## src/rtl/leaf_switch.sv

```systemverilog
// Leaf switch: 4 NI leaf ports + 1 uplink, per-input FIFOs, round-robin output arbitration.
// Optional saturating drop counter enabled by defining LEAF_SW_DROP_CNT_EN.
module leaf_switch #(
    parameter int GROUP_ID      = 6,
    parameter int DATA_W        = 16,
    parameter int IN_FIFO_DEPTH = 4,
    localparam int NPORTS       = 5
) (
    input  logic                     clk,
    input  logic                     reset,
    input  logic [NPORTS*DATA_W-1:0] in_data,
    input  logic [NPORTS-1:0]        in_valid,
    output logic [NPORTS-1:0]        in_ready,
    output logic [NPORTS*DATA_W-1:0] out_data,
    output logic [NPORTS-1:0]        out_valid,
    input  logic [NPORTS-1:0]        out_ready
`ifdef LEAF_SW_DROP_CNT_EN
    ,
    output logic [7:0]               drop_count
`endif
);

    localparam int PTR_W = $clog2(IN_FIFO_DEPTH);
    localparam int CNT_W = PTR_W + 1;

    logic [DATA_W-1:0] mem [NPORTS][IN_FIFO_DEPTH];
    logic [PTR_W-1:0]  wr_ptr [NPORTS];
    logic [PTR_W-1:0]  rd_ptr [NPORTS];
    logic [CNT_W-1:0]  count [NPORTS];
    logic [DATA_W-1:0] head [NPORTS];
    logic [2:0]        dest [NPORTS];
    logic [NPORTS-1:0] req [NPORTS];
    logic [NPORTS-1:0] gnt [NPORTS];
    logic [2:0]        sel [NPORTS];
    logic [2:0]        rr_ptr [NPORTS];
    logic [NPORTS-1:0] push;
    logic [NPORTS-1:0] pop;
    logic [NPORTS-1:0] head_valid;
    logic [NPORTS-1:0] drop;
    logic [NPORTS-1:0] load;

    // in_ready ignores a same-cycle pop so it never depends on arbitration
    always_comb begin
        for (int p = 0; p < NPORTS; p++) begin
            head_valid[p] = (count[p] != '0);
            in_ready[p]   = (count[p] != CNT_W'(IN_FIFO_DEPTH));
            push[p]       = in_valid[p] && in_ready[p];
            head[p]       = mem[p][rd_ptr[p]];
        end
    end

    always_comb begin
        for (int p = 0; p < NPORTS; p++) begin
            dest[p] = 3'd0;
            drop[p] = 1'b0;
            if (head_valid[p]) begin
                if (head[p][DATA_W-1 -: 4] == 4'(GROUP_ID)) begin
                    dest[p] = {1'b0, head[p][DATA_W-5 -: 2]};
                end else if (head[p][DATA_W-1 -: 4] == 4'd0 || p == NPORTS - 1) begin
                    drop[p] = 1'b1;
                end else begin
                    dest[p] = 3'd4;
                end
            end
        end
    end

    // Round-robin search per output, starting from that output's pointer
    always_comb begin
        pop = drop;
        for (int o = 0; o < NPORTS; o++) begin
            load[o] = !out_valid[o] || out_ready[o];
            gnt[o]  = '0;
            sel[o]  = 3'd0;
            for (int i = 0; i < NPORTS; i++) begin
                req[o][i] = head_valid[i] && !drop[i] && (dest[i] == 3'(o));
            end
            for (int k = 0; k < NPORTS; k++) begin
                automatic int idx = (int'(rr_ptr[o]) + k) % NPORTS;
                if (load[o] && !(|gnt[o]) && req[o][idx]) begin
                    gnt[o][idx] = 1'b1;
                    sel[o]      = 3'(idx);
                end
            end
            pop = pop | gnt[o];
        end
    end

    always_ff @(posedge clk) begin
        for (int p = 0; p < NPORTS; p++) begin
            if (push[p]) begin
                mem[p][wr_ptr[p]] <= in_data[p*DATA_W +: DATA_W];
            end
        end
    end

    always_ff @(posedge clk or posedge reset) begin
        if (reset) begin
            for (int p = 0; p < NPORTS; p++) begin
                wr_ptr[p] <= '0;
                rd_ptr[p] <= '0;
                count[p]  <= '0;
            end
        end else begin
            for (int p = 0; p < NPORTS; p++) begin
                if (push[p]) wr_ptr[p] <= wr_ptr[p] + 1'b1;
                if (pop[p])  rd_ptr[p] <= rd_ptr[p] + 1'b1;
                if (push[p] && !pop[p])      count[p] <= count[p] + 1'b1;
                else if (!push[p] && pop[p]) count[p] <= count[p] - 1'b1;
            end
        end
    end

    always_ff @(posedge clk or posedge reset) begin
        if (reset) begin
            out_data  <= '0;
            out_valid <= '0;
            for (int o = 0; o < NPORTS; o++) rr_ptr[o] <= 3'd0;
        end else begin
            for (int o = 0; o < NPORTS; o++) begin
                if (|gnt[o]) begin
                    out_data[o*DATA_W +: DATA_W] <= head[sel[o]];
                    out_valid[o] <= 1'b1;
                    rr_ptr[o]    <= (sel[o] == 3'd4) ? 3'd0 : sel[o] + 3'd1;
                end else if (out_ready[o]) begin
                    out_valid[o] <= 1'b0;
                end
            end
        end
    end

`ifdef LEAF_SW_DROP_CNT_EN
    logic [2:0] n_drop;
    logic [8:0] drop_sum;

    always_comb begin
        n_drop = 3'd0;
        for (int p = 0; p < NPORTS; p++) n_drop = n_drop + 3'(drop[p]);
        drop_sum = {1'b0, drop_count} + 9'(n_drop);
    end

    always_ff @(posedge clk or posedge reset) begin
        if (reset) drop_count <= 8'd0;
        else       drop_count <= (drop_sum > 9'd255) ? 8'hFF : drop_sum[7:0];
    end
`endif

endmodule

```

## config.mk

```make
export PLATFORM = sky130hd
export DESIGN_NAME = leaf_switch
export DESIGN_NICKNAME = d
export VERILOG_FILES = /design/src/rtl/leaf_switch.sv
export SDC_FILE = /design/constraint.sdc
export NUM_CORES = 1
export LEC_CHECK = 0
export CORE_MARGIN = 5
export CORE_UTILIZATION = 40
export DETAILED_ROUTE_END_ITERATION = 12
export PLACE_DENSITY = 0.63
export REMOVE_ABC_BUFFERS = 1
export SYNTH_ARGS = -nofsm -noshare
export SYNTH_HDL_FRONTEND = slang
export SYNTH_SLANG_ARGS = --single-unit
```

## constraint.sdc

```tcl
create_clock -name clk -period 15.3 [get_ports clk]
set_input_delay 3.06 -clock clk [delete_from_list [all_inputs] [get_ports clk]]
set_output_delay 3.06 -clock clk [all_outputs]
set_load 0.05 [all_outputs]
```

==> metrics.txt <==
RePlAce Congestion 0.9717; relative slew slack 13.71%; most common cell after layout, fill and taps aside edfxtp_1; vias per std cell 6.044; P&R area growth vs syn 14.37%; Finish-stage setup viols 0; Bufs on Longest Clock Path 3; FF-to-FF setup slack 7.16 ns; RSZ-0062 raised after global routing false; clock skew 0.03240 ns; max_cap viols 0; crit share post-route 53.22%; crit path launch type flop; DP HPWL 75,410 um; hold-fix buffer count after cts 0; Cell Area, Synth 0.03226 mm^2; clk slew on worst S/H paths 0.06 ns; clk_lat worst skew 0.60 ns; number of synthesized flops with an enable pin 320; Synth area leader edfxtp_1; CP max-delay cell a21oi_1; RR Startpoint rr_ptr[4]; Die W 294.0 um; synthesized instance count 3,073; Max Clk Rate 122.8 MHz; drt drc 0; clk sinks 455; Arr. time, crit path 8.67 ns; Hold Crit Start out_data[45]; number of top-level pins 182; Vias 26,040; Reg2Reg Depth 25; most frequent cells in the layout edfxtp_1, nand2_1, nor2_1; Critical Path Sink Type flop; pin count of the biggest net entering global routing 72; CP most frequent cell nor2_1; FF-to-FF End out_data[54]; Slew Viols, Final 0; mean post-synth cell area 10.50 um^2; total wire length 100,400 um; die height 294.0 um; CTS root buf clkbuf_16; die area 0.08642 mm^2; DRT antenna net count 0; DRT Pass-1 Iters 7; setup repair bufs after CTS 0; crit path launch rr_ptr[4]; NumNets Final 3,488; vias in the first global route 24,380; Synth async-reset ratio 29.67%; total track usage 22.26%; overflow left after global routing 0; sequential share of the synthesized area 40.26%; slew at the pin closest to its max-slew limit 1.294 ns; Yosys warnings 0; port buffer count 181; Max H-tree Level 2; layout cells sized above 1 11.49%; Final Hold Fails 0; dpl cell area 0.03513 mm^2; Util after Layout 45.95%; cts bufs inserted 48; largest cells by area after synthesis edfxtp_1, dfrtp_1, ha_1; fin crit period 8.142 ns; area share of the largest cell type after synthesis 29.79%; DR iter-0 viols 2,679; antenna violations before repair 3; Main synth FF type edfxtp_1; Critical Path RT 15.83 ns; first-pass GRT wire length 151,200 um; synth unique cells 118; status finished clean; CP Class reg -> reg; row cnt 104; worst hold slack 0.4625 ns; crit-path max cell delay 0.84 ns; Core ar. 0.08029 mm^2; design area 0.03689 mm^2; critical path peak fanout 15; WHS Endpoint out_data[45]; PostCTS Resize Cnt 0; routed len/inst 23.30 um; Yosys reg bits 455; Setup TNS Final 0 ns; Hold Crit Class reg -> reg; starting density of the core 40.18%; hold depth 1; CTS tree yes
[cell families (layout without fill, tap and decap cells)]
| group | count (synthesis) | after routing | share of synthesized area [%] |
|---|---|---|---|
| simple gates | 947 | 947 | 15.15 |
| compound gates | 760 | 760 | 17.24 |
| flops | 455 | 455 | 40.26 |
| buf+inv | 319 | 493 | 4.077 |
| mux | 304 | 304 | 13.01 |
| fa+ha+maj | 189 | 189 | 7.494 |
| xor+xnor | 99 | 99 | 2.758 |
| other cells | 0 | 1 | 0 |
[worst max path at each step]
| stage | to | slack (ns) | depth (start not counted) |
|---|---|---|---|
| detailed placement | out_data[62] | 7.14 | 14 |
| CTS | out_data[51] | 7.37 | 25 |
| global route | out_data[52] | 6.44 | 25 |
| global placement | out_valid[3] | 7.13 | 14 |
| finish | out_data[54] | 7.16 | 25 |
| floorplan | out_data[24] | 7.46 | 19 |
[worst max-delay path, delay by kind of cell (launching register included)]
kind | cells | cell delay [ns]
simple gates | 9 | 1.67
flops | 1 | 0.55
compound gates | 4 | 2.11
buf+inv | 4 | 0.70
xor+xnor | 1 | 0.38
fa+ha+maj | 4 | 1.29
mux | 3 | 1.38
[through the flow]
stage / setup slack, ns / cells
2_1_floorplan: 7.456 / 2936
3_3_place_gp: 7.131 / 4217
3_5_place_dp: 7.138 / 4217
4_1_cts: 7.369 / 4307
5_1_grt: 6.443 / 4307
6_report: 7.158 / 4308
[cell usage after synthesis, drive strengths merged, types with 12 or more instances]
master   instances
nand3           58
nand2b          48
a32oi           18
ha             182
edfxtp         320
o21ai          137
mux4            85
o22ai           20
dfrtp          135
and2            28
nor2b           33
or4             12
o22a            13
and3            37
nand4           23
o32a            14
mux2i          158
a22oi           26
nor2           210
clkbuf          80
o31ai           19
a31o            13
xnor2           77
nor3            87
nor4            33
inv            180
o21a            14
o2111ai         12
a21boi          12
or2             44
a222oi          18
o211ai          27
nand3b          13
nand2          234
xor2            22
a21o            28
a211oi          43
a21oi          127
buf             57
a2111oi         29
o221ai          12
a31oi           42
mux2            61
or3             30
[metal layers]
layer  global-route usage (%)  share of wire (%)
met3                    3.547                7.7
met2                    35.18                 45
met4                    6.412                3.1
met5                        0              0.021
met1                    31.86                 44
[registers in the layout, summed over array words and instances (netlist names)]
name,count
count,15
mem,320
out_data,80
out_valid,5
rd_ptr,10
rr_ptr,15
wr_ptr,10
[final cells by class]
class / instances / area, um^2
Antenna cell: 1 / 2.502
Clock buffer: 61 / 1291
Clock inverter: 29 / 471.7
Fill cell: 7414 / 43390
Inverter: 182 / 688.2
Multi-Input combinational cell: 2299 / 18010
Sequential cell: 455 / 12990
Tap cell: 1060 / 1326
Timing Repair Buffer: 221 / 2112
Power is left out: the tool's default activity adds up to more than one toggle a clock period on the data nets, which glitch-free logic cannot reach.
